File: config.mk
export PLATFORM = sky130hd
export DESIGN_NAME = fifo8_ctrl_flat
export DESIGN_NICKNAME = d
export VERILOG_FILES = /design/src/rtl/fifo8_if.sv /design/src/rtl/fifo8_ctrl.sv /design/src/flat_wrapper.sv
export SDC_FILE = /design/constraint.sdc
export NUM_CORES = 1
export LEC_CHECK = 0
export CAP_MARGIN = 20
export CORE_MARGIN = 2
export CORE_UTILIZATION = 39
export DETAILED_ROUTE_END_ITERATION = 8
export PLACE_DENSITY = 0.8
export SLEW_MARGIN = 20
export SYNTH_ARGS = -nofsm -noshare
export SYNTH_HDL_FRONTEND = slang
export SYNTH_SLANG_ARGS = --single-unit
File: constraint.sdc
create_clock -name clk -period 2.45 [get_ports clk]
set_input_delay 0.3675 -clock clk [delete_from_list [all_inputs] [get_ports clk]]
set_output_delay 0.3675 -clock clk [all_outputs]
set_load 0.02 [all_outputs]
File: src/rtl/fifo8_if.sv
// Handshake and RAM8 bus bundle for fifo8_ctrl.
// The slave modport is the controller's view; master is the surrounding system.
interface fifo8_if;
    logic        in_valid;
    logic        in_ready;
    logic [15:0] in_data;
    logic        out_valid;
    logic        out_ready;
    logic [15:0] out_data;
    logic [3:0]  count;
    logic [2:0]  ram_addr;
    logic [15:0] ram_in;
    logic        ram_write;
    logic [15:0] ram_out;

    modport slave (
        input  in_valid, in_data, out_ready, ram_out,
        output in_ready, out_valid, out_data, count, ram_addr, ram_in, ram_write
    );

    modport master (
        output in_valid, in_data, out_ready, ram_out,
        input  in_ready, out_valid, out_data, count, ram_addr, ram_in, ram_write
    );
endinterface

File: src/rtl/fifo8_ctrl.sv
// 9-word FIFO controller over an external RAM8 with a prefetched head register.
// Optional macro FIFO8_BYPASS_EN lets a push into an empty RAM go straight to the head register.
module fifo8_ctrl (
    input  logic    clk,
    input  logic    rst_n,
    fifo8_if.slave  bus
);

    logic [2:0]  wr_ptr_q,    wr_ptr_d;
    logic [2:0]  rd_ptr_q,    rd_ptr_d;
    logic [3:0]  ram_cnt_q,   ram_cnt_d;
    logic [3:0]  count_q,     count_d;
    logic [15:0] out_data_q,  out_data_d;
    logic        out_valid_q, out_valid_d;

    logic pop;
    logic slot_free;
    logic prefetch;
    logic bypass_ok;
    logic ram_room;
    logic in_ready;
    logic bypass_push;
    logic ram_push;

    // RAM8 has a single address, so a prefetch read blocks any push that would need the RAM.
    always_comb begin
        pop       = out_valid_q & bus.out_ready;
        slot_free = !out_valid_q | pop;
        prefetch  = slot_free & (ram_cnt_q != 4'd0);
`ifdef FIFO8_BYPASS_EN
        bypass_ok = slot_free & (ram_cnt_q == 4'd0);
`else
        bypass_ok = 1'b0;
`endif
        ram_room    = ram_cnt_q < 4'd8;
        in_ready    = rst_n & !prefetch & (bypass_ok | ram_room);
        bypass_push = bus.in_valid & in_ready & bypass_ok;
        ram_push    = bus.in_valid & in_ready & !bypass_ok;
    end

    always_comb begin
        // NOTE: every combinational output gets a default first so no path can infer a latch.
        wr_ptr_d    = wr_ptr_q;
        rd_ptr_d    = rd_ptr_q;
        ram_cnt_d   = ram_cnt_q;
        out_data_d  = out_data_q;
        out_valid_d = out_valid_q;

        if (prefetch) begin
            out_data_d  = bus.ram_out;
            out_valid_d = 1'b1;
            rd_ptr_d    = rd_ptr_q + 3'd1;
            ram_cnt_d   = ram_cnt_q - 4'd1;
        end else if (bypass_push) begin
            out_data_d  = bus.in_data;
            out_valid_d = 1'b1;
        end else if (pop) begin
            out_valid_d = 1'b0;
        end

        if (ram_push) begin
            wr_ptr_d  = wr_ptr_q + 3'd1;
            ram_cnt_d = ram_cnt_q + 4'd1;
        end

        count_d = ram_cnt_d + {3'b000, out_valid_d};
    end

    // NOTE: sequential state uses non-blocking assignments so every register samples pre-edge values.
    always_ff @(posedge clk or negedge rst_n) begin
        if (!rst_n) begin
            wr_ptr_q    <= 3'd0;
            rd_ptr_q    <= 3'd0;
            ram_cnt_q   <= 4'd0;
            count_q     <= 4'd0;
            out_data_q  <= 16'h0000;
            out_valid_q <= 1'b0;
        end else begin
            wr_ptr_q    <= wr_ptr_d;
            rd_ptr_q    <= rd_ptr_d;
            ram_cnt_q   <= ram_cnt_d;
            count_q     <= count_d;
            out_data_q  <= out_data_d;
            out_valid_q <= out_valid_d;
        end
    end

    assign bus.in_ready  = in_ready;
    assign bus.out_valid = out_valid_q;
    assign bus.out_data  = out_data_q;
    assign bus.count     = count_q;
    assign bus.ram_write = ram_push;
    assign bus.ram_addr  = ram_push ? wr_ptr_q : rd_ptr_q;
    assign bus.ram_in    = bus.in_data;

endmodule
File: src/flat_wrapper.sv
// flat-port wrapper written by rule: the top's interface ports become plain ports
module fifo8_ctrl_flat 
  (clk, rst_n, bus_in_valid, bus_in_data, bus_out_ready, bus_ram_out, bus_in_ready, bus_out_valid, bus_out_data, bus_count, bus_ram_addr, bus_ram_in, bus_ram_write);
  fifo8_if bus_i ();
  input  logic clk;
  input  logic rst_n;
  input wire logic [$bits(bus_i.in_valid)-1:0] bus_in_valid;
  input wire logic [$bits(bus_i.in_data)-1:0] bus_in_data;
  input wire logic [$bits(bus_i.out_ready)-1:0] bus_out_ready;
  input wire logic [$bits(bus_i.ram_out)-1:0] bus_ram_out;
  output wire logic [$bits(bus_i.in_ready)-1:0] bus_in_ready;
  output wire logic [$bits(bus_i.out_valid)-1:0] bus_out_valid;
  output wire logic [$bits(bus_i.out_data)-1:0] bus_out_data;
  output wire logic [$bits(bus_i.count)-1:0] bus_count;
  output wire logic [$bits(bus_i.ram_addr)-1:0] bus_ram_addr;
  output wire logic [$bits(bus_i.ram_in)-1:0] bus_ram_in;
  output wire logic [$bits(bus_i.ram_write)-1:0] bus_ram_write;
  assign bus_i.in_valid = bus_in_valid;
  assign bus_i.in_data = bus_in_data;
  assign bus_i.out_ready = bus_out_ready;
  assign bus_i.ram_out = bus_ram_out;
  assign bus_in_ready = bus_i.in_ready;
  assign bus_out_valid = bus_i.out_valid;
  assign bus_out_data = bus_i.out_data;
  assign bus_count = bus_i.count;
  assign bus_ram_addr = bus_i.ram_addr;
  assign bus_ram_in = bus_i.ram_in;
  assign bus_ram_write = bus_i.ram_write;
  fifo8_ctrl u_core (.clk(clk), .rst_n(rst_n), .bus(bus_i));
endmodule
## Yosys cells after proc, flatten, opt, wreduce, memory -nomap -nowiden

Index checks and enable logic that the tools add are counted.

- $add $sub $neg: 5
- Magnitude comparators: 1
- Mux-type cells: 5
- Bitwise operators: 6
- Reductions and logical operators: 3

Operator list:

| operator | number |
|---|---|
| 4-bit two-way mux | 2 |
| 3-bit by 1-bit adder with 3-bit output, second input constant | 2 |
| 1-bit bitwise AND | 5 |
| 4-bit by 1-bit adder with 4-bit output | 1 |
| 4-bit by 1-bit adder with 4-bit output, second input constant | 1 |
| 4-bit less-than comparator, second input constant | 1 |
| 4-bit nonzero test | 1 |
| 4-bit by 1-bit subtractor with 4-bit output, second input constant | 1 |
| 3-bit two-way mux | 1 |
| 1-bit zero test | 2 |
| 1-bit two-way mux | 2 |
| 1-bit bitwise OR | 1 |

- Register bits: 31
- Bits of input ports: 36
- Output and inout port bits: 42
- Word-level logic and storage cells: 26

## Depth between registers and ports, before layout

Gate-level depths: netlist of run 1.

- Depth after elaboration: 9
- Gate-level depth with buffers: 9
- Gate-level depth less buffers: 8

## Least setup slack after synthesis of run 1

Ideal clock, no wire load.

- Kind: register -> register
- Start point: register u_core.ram_cnt_q[0]
- End point: register u_core.count_q[2], in the netlist u_core.bus.count[2]
- Setup time: 0.139 ns
- Arrival time: 1.930 ns
- Data required time: 2.311 ns
- Setup slack: 0.381 ns
- Cell stages (with the launch flop): 10
- Buffers on the path: 1
- Period minus slack after synthesis: 2.069 ns
- Path through: dfrtp_1 -> inv_1 -> ha_1 -> a21oi_1 -> buf_2 -> nor2_1 -> xnor2_1 -> ha_1 -> ha_1 -> xor2_1

- Longest elaborated chain between the ends: 8
- Elaborated cells on any way between the ends: 13
- Those cells by class: add/sub (3); order compare (1); mux (3); bitwise (4); reduce/logical (2)

Ends and longest elaborated chain:

| element | line | RTL |
|---|---|---|
| start, declared | fifo8_ctrl.sv:11 | `logic [3:0] ram_cnt_q, ram_cnt_d;` |
| start signal, assigned | fifo8_ctrl.sv:81 | `ram_cnt_q <= ram_cnt_d;` |
| 4-bit nonzero test | fifo8_ctrl.sv:29 | `prefetch = slot_free & (ram_cnt_q != 4'd0);` |
| 1-bit bitwise AND | fifo8_ctrl.sv:29 |  |
| 1-bit zero test | fifo8_ctrl.sv:36 | `in_ready = rst_n & !prefetch & (bypass_ok \| ram_room);` |
| 1-bit bitwise AND (2 in series) | fifo8_ctrl.sv:36 |  |
| 1-bit bitwise AND | - |  |
| 4-bit two-way mux * | fifo8_ctrl.sv:61 | `if (ram_push) begin` |
| via u_core.ram_cnt_d[0] | fifo8_ctrl.sv:11 |  |
| 4-bit by 1-bit adder with 4-bit output * | fifo8_ctrl.sv:66 | `count_d = ram_cnt_d + {3'b000, out_valid_d};` |
| via u_core.count_d[2] | fifo8_ctrl.sv:12 | `logic [3:0] count_q, count_d;` |
| end signal, assigned | fifo8_ctrl.sv:82 | `count_q <= count_d;` |
| end, declared | fifo8_ctrl.sv:12 |  |

The timed path passes the listed nets; every way through them passes the cells marked *.
A chain may end at the register's enable or synchronous reset.

## Final worst setup path of run 1

- Start point: register u_core.ram_cnt_q[1]
- End point: output bus_ram_addr[0]

- Longest elaborated chain between the ends: 7
- Elaborated cells on any way between the ends: 8
- Those cells by class: order compare (1); mux (1); bitwise (4); reduce/logical (2)

Ends and longest elaborated chain:

| element | line | RTL |
|---|---|---|
| 4-bit nonzero test | fifo8_ctrl.sv:29 |  |
| 1-bit bitwise AND | fifo8_ctrl.sv:29 |  |
| 1-bit zero test | fifo8_ctrl.sv:36 |  |
| 1-bit bitwise AND | fifo8_ctrl.sv:36 |  |
| 1-bit bitwise AND * | fifo8_ctrl.sv:36 |  |
| 1-bit bitwise AND * | - |  |
| 3-bit two-way mux * | fifo8_ctrl.sv:93 | `assign bus.ram_addr = ram_push ? wr_ptr_q : rd_ptr_q;` |
| end, declared | flat_wrapper.sv:15 | `output wire logic [$bits(bus_i.ram_addr)-1:0] bus_ram_addr;` |

Mark *: on every way between the ends. The rest lies on a longest branch, timed or not.

==> impl_metrics.tcl, run 1 <==
set metrics [dict create \
    placementRows 22 \
    yosysTopAreaCell "sky130_fd_sc_hd__dfrtp_1" \
    cts-htree-levels 2 \
    areaGrowthSynthToFinish_pct 36.6 \
    synth-edff-count 0 \
    routedWlPerCell_um 13.0 \
    synth.yosys.seq_area_share_pct 52.2 \
    grt_usage_pct 15.0 \
    post-route-min-period_ns 2.24 \
    p_per_area_mw_per_mm2 1030 \
    route.vias.total 997 \
    wl_um 2770 \
    fp.dieW_um 65.7 \
    dp_hpwl_um 2150 \
    post-layout-total-power_mw 2.09 \
    cts-root-buf "sky130_fd_sc_hd__clkbuf_8" \
    cp_launch_type "flop" \
    relative_max_transition_margin_pct 75.9 \
    synth_flop_cell "sky130_fd_sc_hd__dfrtp_1" \
    detail_route.first_pass.iterations 3 \
    grt_antenna_before_repair 0 \
    tritoncts.num_buffers 5 \
    chip_height_um 65.7 \
    worst_setup_path_startpoint "u_core.ram_cnt_q[1]" \
    reg2reg_to "u_core.bus.count[2]" \
    timing_worst_setup_path_type "reg2out" \
    initial_standard_cell_utilization_of_the_core_pct 40.6 \
    grt_max_degree 21 \
    max-clock-path-buffers 2 \
    antenna_cells_inserted 0 \
    regToRegStartpoint "u_core.ram_cnt_q[1]" \
    synth_area_sq_mm 0.00149 \
    cts-resized-gates 5 \
    drc 0 \
    power_leakage_nw 0.888 \
    yosysTopAreaCellShare_pct 52.2 \
    class_of_the_tightest_hold_or_removal_check "in2async" \
    via_per_inst 4.68 \
    core_sq_mm 0.00366 \
    path_clk_slew_ns 0.07 \
    nNetsFinal 206 \
    finalWeightedCongestion 0.763 \
    final.hold.worst_slack_ns 0.435 \
    cts_post_setup_buffers_inserted 0 \
    r2r_cells 7 \
    timing.critical_path.required_ns 2.08 \
    drt.antenna.violating_nets 0 \
    max_cap_violations 0 \
    hold_viol_final 0 \
    maxSlewViolCount 0 \
    ys_async_sr_fraction_pct 100 \
    floorplan.die_area_sq_mm 0.00432 \
    vias_in_the_first_global_route 981 \
    synth.lib_cells_used.distinct 30 \
    grt.overflow.total 0 \
    number_of_flip_flops_and_latches_in_the_synthesized_netlist 31 \
    iteration_0_drc_markers 23 \
    avgSynthCellArea_sq_um 12.2 \
    final_total_negative_setup_slack_ns 0 \
    critical_path_arrival_ns 1.87 \
    synth_cells 122 \
    place.port_buffers 45 \
    crit_fanout 6 \
    reg2reg_setup_slack_ns 0.30 \
    synthesis.yosys.warnings 0 \
    filler_cell_count 327 \
    max-vdd-ir-drop_v 0.000482 \
    synth.net_count 164 \
    setup.worst_path.end "bus_ram_addr[0]" \
    final_layout_size_suffix_gt1_share_pct 24.2 \
    synth_top_cells_by_area "sky130_fd_sc_hd__dfrtp_1, sky130_fd_sc_hd__mux2_2, sky130_fd_sc_hd__buf_4" \
    period_share_pct 91.3 \
    floorplan.io_pins 78 \
    postCtsHoldBufs 0 \
    cp-end-kind "output port" \
    final.setup_skew_ns 0.00688 \
    clkLatencyLatePin_ns 0.28 \
    grt_pass1_wl_um 4730 \
    max_slew.worst_pin.slew_ns 0.362 \
    number_of_clock_sinks 31 \
    max_freq_mhz 447 \
    run_status "finished clean" \
    setup_viol 0 \
    cts_tree "built" \
    rsz0062_at_grt "false" \
]
==> cell families (layout without fill, tap and decap cells) <==
family	Yosys count	in the layout	synth area share (%)
AO/OA/AOI/OAI	9	9	5.05
XOR/XNOR	7	7	4.12
adder cells (fa/ha/maj)	6	6	5.05
buffers and inverters	22	65	9.76
flip-flops	31	31	52.2
multiplexers	18	18	13.6
AND/OR/NAND/NOR	29	29	10.2
==> flip-flops by register name (all words and copies together), names as in the netlist <==
name and cells:
u_core.bus.out_valid 1, u_core.ram_cnt_q 4, u_core.bus.count 4, u_core.bus.out_data 16
u_core.wr_ptr_q 3, u_core.rd_ptr_q 3
==> critical path: stages, from the launching register on <==
cell	delay [ns]
sky130_fd_sc_hd__dfrtp_1	0.42
sky130_fd_sc_hd__inv_1	0.11
sky130_fd_sc_hd__ha_2	0.23
sky130_fd_sc_hd__a21oi_2	0.07
sky130_fd_sc_hd__nand2b_1	0.16
sky130_fd_sc_hd__inv_1	0.15
sky130_fd_sc_hd__nand2_1	0.07
sky130_fd_sc_hd__nand2_1	0.06
sky130_fd_sc_hd__dlygate4sd2_1	0.32
==> cells in the mapped netlist, types with 2 or more instances <==
master / instances
sky130_fd_sc_hd__xnor2_1: 5
sky130_fd_sc_hd__xor2_1: 2
sky130_fd_sc_hd__nand4_1: 2
sky130_fd_sc_hd__buf_4: 16
sky130_fd_sc_hd__buf_2: 2
sky130_fd_sc_hd__nor2_1: 3
sky130_fd_sc_hd__mux2_2: 18
sky130_fd_sc_hd__dfrtp_1: 31
sky130_fd_sc_hd__inv_1: 4
sky130_fd_sc_hd__nand2_1: 14
sky130_fd_sc_hd__ha_1: 6
==> through the flow <==
| stage | setup WS (ns) | instance area, sq um | cells | util, % |
|---|---|---|---|---|
| final | 0.213 | 2030 | 213 | 55.5 |
| after global routing | 0.0473 | 2030 | 213 | 55.5 |
| after CTS | 0.166 | 2030 | 213 | 55.4 |
| after detailed placement | 0.00745 | 1930 | 205 | 52.7 |
| after global placement | 0.0377 | 1930 | 205 | 52.7 |
| after floorplan | 0.381 | 1490 | 122 | - |
==> how the worst min path moves through the flow <==
stage	endpoint	slack (ns)	cells past startpoint
floorplan	u_core.bus.count[0]	0.07	0
global placement	u_core.wr_ptr_q[2]	0.46	1
detailed placement	u_core.rd_ptr_q[2]	0.47	1
CTS	u_core.bus.out_data[8]	0.45	2
global route	u_core.bus.out_data[10]	0.47	2
finish	u_core.bus.out_data[8]	0.43	2
==> power breakdown <==
| group | internal (mW) | switching (mW) | leakage, nW |
|---|---|---|---|
| logic | 0.437 | 0.422 | 0.480 |
| clock network | 0.255 | 0.185 | 0.0505 |
| registers | 0.675 | 0.116 | 0.357 |
==> layout by cell type (no fill, tap or decap), types with 2 or more instances in the layout <==
cell,n
sky130_fd_sc_hd__dlygate4sd2_1,5
sky130_fd_sc_hd__a21oi_2,2
sky130_fd_sc_hd__mux2_2,18
sky130_fd_sc_hd__ha_1,5
sky130_fd_sc_hd__inv_1,4
sky130_fd_sc_hd__nor2_1,3
sky130_fd_sc_hd__nand2_1,14
sky130_fd_sc_hd__clkdlybuf4s50_1,40
sky130_fd_sc_hd__nand4_1,2
sky130_fd_sc_hd__xnor2_1,5
sky130_fd_sc_hd__buf_4,8
sky130_fd_sc_hd__clkbuf_8,7
sky130_fd_sc_hd__dfrtp_1,31
sky130_fd_sc_hd__xor2_1,2
==> layout make-up <==
| cell class | instances | area (sq um) | area share, % |
|---|---|---|---|
| Sequential cell | 31 | 776 | 38.2 |
| Multi-Input combinational cell | 69 | 572 | 28.2 |
| Timing Repair Buffer | 53 | 504 | 24.8 |
| Clock buffer | 7 | 96.3 | 4.74 |
| Tap cell | 48 | 60.1 | 2.96 |
| Inverter | 4 | 15.0 | 0.739 |
| Clock inverter | 1 | 7.51 | 0.370 |
==> per-layer routing <==
metal  track usage, %  wire [um]
met2             24.6       1490
met1             16.4       1030
met4             11.7         80
met3             3.94        168
met5                0          0
No activity file was read; power rests on OpenSTA's default activity.
==> run 2, diff against run 1 <==
--- a/config.mk
+++ b/config.mk
@@ -10,6 +10,7 @@
 export CORE_UTILIZATION = 39
 export DETAILED_ROUTE_END_ITERATION = 8
 export PLACE_DENSITY = 0.8
+export RECOVER_POWER = 100
 export SLEW_MARGIN = 20
 export SYNTH_ARGS = -nofsm -noshare
 export SYNTH_HDL_FRONTEND = slang
==> run 2 against run 1 <==
  * Worst setup slack improved by 0.0072 ns
  * First-iteration DRC count shrank 4.3%
  * Clock power hardly changed
  * Maximum frequency up 0.32%
  * Core utilization is 0.48 points lower
  * Sequential share of layout area grew 0.33 points
  * Global-route usage unchanged
  * Sequential power down 0.8%
  * Die area did not move
==> impl_metrics.tcl, run 2 (synthesis gave the netlist of run 1 again) <==
set metrics [dict create \
    placementRows 22 \
    max_freq_mhz 448 \
    max-vdd-ir-drop_v 0.000477 \
    period_share_pct 91.0 \
    critical_path_arrival_ns 1.86 \
    grt_usage_pct 15.0 \
    tritoncts.num_buffers 5 \
    postCtsHoldBufs 0 \
    route.layer.met1.wl_um 1020 \
    drc 0 \
    routedWlPerCell_um 12.9 \
    number_of_flip_flops_in_the_largest_register 16 \
    nNetsFinal 206 \
    iteration_0_drc_markers 22 \
    met3RoutedLength_um 168 \
    run_status "finished clean" \
    max_cap_violations 0 \
    crit_fanout 6 \
    fp.dieW_um 65.7 \
    final_cells 213 \
    filler_cell_count 331 \
    path_clk_slew_ns 0.06 \
    floorplan.io_pins 78 \
    grt.overflow.total 0 \
    grt_antenna_before_repair 0 \
    route.vias.total 991 \
    drt.antenna.violating_nets 0 \
    relative_max_transition_margin_pct 61.7 \
    hold_viol_final 0 \
    min_delay_startpoint "u_core.rd_ptr_q[2]" \
    timing.critical_path.required_ns 2.08 \
    grt_max_degree 21 \
    detail_route.first_pass.iterations 4 \
    layout_commonest_cell "sky130_fd_sc_hd__dfrtp_1" \
    setup_viol 0 \
    rsz0062_at_grt "false" \
    antenna_cells_inserted 0 \
    core_sq_mm 0.00366 \
    timing_worst_setup_path_type "reg2out" \
    worst_hold_path.num_cells 1 \
    via_per_inst 4.65 \
    number_of_clock_sinks 31 \
    cp_launch_type "flop" \
    final.setup.worst_slack_ns 0.220 \
    layout_common_cells "sky130_fd_sc_hd__dfrtp_1, sky130_fd_sc_hd__dlygate4sd3_1, sky130_fd_sc_hd__mux2_2, sky130_fd_sc_hd__clkdlybuf4s50_1, sky130_fd_sc_hd__nand2_1" \
    r2r_cells 7 \
    floorplan.die_area_sq_mm 0.00432 \
    p_per_area_mw_per_mm2 1010 \
    final_layout_size_suffix_gt1_share_pct 22.4 \
    detailedPlace.worstSlack_ns 0.00745 \
    cts_tree "built" \
    cts-htree-levels 2 \
    place.port_buffers 45 \
    wl_um 2750 \
    cts-root-buf "sky130_fd_sc_hd__clkbuf_8" \
    vias_in_the_first_global_route 981 \
    regToRegStartpoint "u_core.ram_cnt_q[1]" \
    class_of_the_tightest_hold_or_removal_check "reg2reg" \
    cp-end-kind "output port" \
    power_leakage_nw 0.881 \
    worstHoldEndpoint "u_core.rd_ptr_q[2]" \
    areaGrowthSynthToFinish_pct 35.4 \
    final.setup_skew_ns 0.00728 \
    reg2reg_setup_slack_ns 0.27 \
    clkLatencyLatePin_ns 0.28 \
    dp_hpwl_um 2150 \
    detailroute.wirelength.met2_um 1480 \
    max-clock-path-buffers 2 \
    initial_standard_cell_utilization_of_the_core_pct 40.6 \
    post-route-min-period_ns 2.23 \
    maxSlewViolCount 0 \
    reg2reg_to "u_core.bus.count[2]" \
    placed_cells_incl_taps 205 \
    uppermost_metal_layer_occupied_by_signal_nets "met4" \
    max_slew.worst_pin.slew_ns 0.572 \
    chip_height_um 65.7 \
    finalWeightedCongestion 0.763 \
    final_total_negative_setup_slack_ns 0 \
    grt_pass1_wl_um 4730 \
    cts_post_setup_buffers_inserted 0 \
    cts-resized-gates 5 \
]
-- run 2: critical path: stages, from the launching register on --
cell	delay, ns
sky130_fd_sc_hd__dfrtp_1	0.42
sky130_fd_sc_hd__inv_1	0.11
sky130_fd_sc_hd__ha_2	0.23
sky130_fd_sc_hd__a21oi_2	0.06
sky130_fd_sc_hd__nand2b_1	0.16
sky130_fd_sc_hd__inv_1	0.15
sky130_fd_sc_hd__nand2_1	0.07
sky130_fd_sc_hd__nand2_1	0.06
sky130_fd_sc_hd__dlygate4sd2_1	0.32
-- run 2: report_power, final --
part	internal (mW)	switching, mW
Combinational	0.395	0.414
Sequential	0.675	0.111
Clock	0.255	0.185
Total	1.33	0.710
-- run 2: metrics by stage --
stage / cell area (sq um) / total power [mW] / hold WS, ns / utilization [%]
floorplan: 1490 / 1.35 / 0.0719 / -
detailed placement: 1930 / 1.69 / 0.467 / 52.7
CTS: 2030 / 2.12 / 0.446 / 55.4
global placement: 1930 / 1.65 / 0.459 / 52.7
global route: 2010 / 2.20 / 0.517 / 55.0
finish: 2010 / 2.04 / 0.472 / 55.0
-- run 2: per-layer routing --
metal	GRT usage, %	up-vias
met3	3.94	9
met4	11.7	0
met2	24.6	28
met5	0	-
met1	16.4	473
li1	-	481
-- run 2: worst max path at each step --
stage / from / slack (ns) / to
after floorplan: u_core.ram_cnt_q[0] / 0.38 / u_core.bus.count[2]
after global placement: bus_out_ready / 0.04 / bus_ram_addr[0]
after detailed placement: bus_out_ready / 0.007 / bus_ram_addr[1]
after CTS: u_core.ram_cnt_q[1] / 0.17 / bus_ram_addr[1]
after global routing: u_core.ram_cnt_q[1] / 0.05 / bus_ram_addr[0]
final: u_core.ram_cnt_q[1] / 0.22 / bus_ram_addr[1]
-- run 2: cell type report --
class,count,area [sq um],area share (%)
Tap cell,48,60.1,2.98
Clock inverter,1,7.51,0.373
Inverter,4,15.0,0.746
Sequential cell,31,776,38.5
Multi-Input combinational cell,69,561,27.8
Clock buffer,7,96.3,4.79
Timing Repair Buffer,53,498,24.7
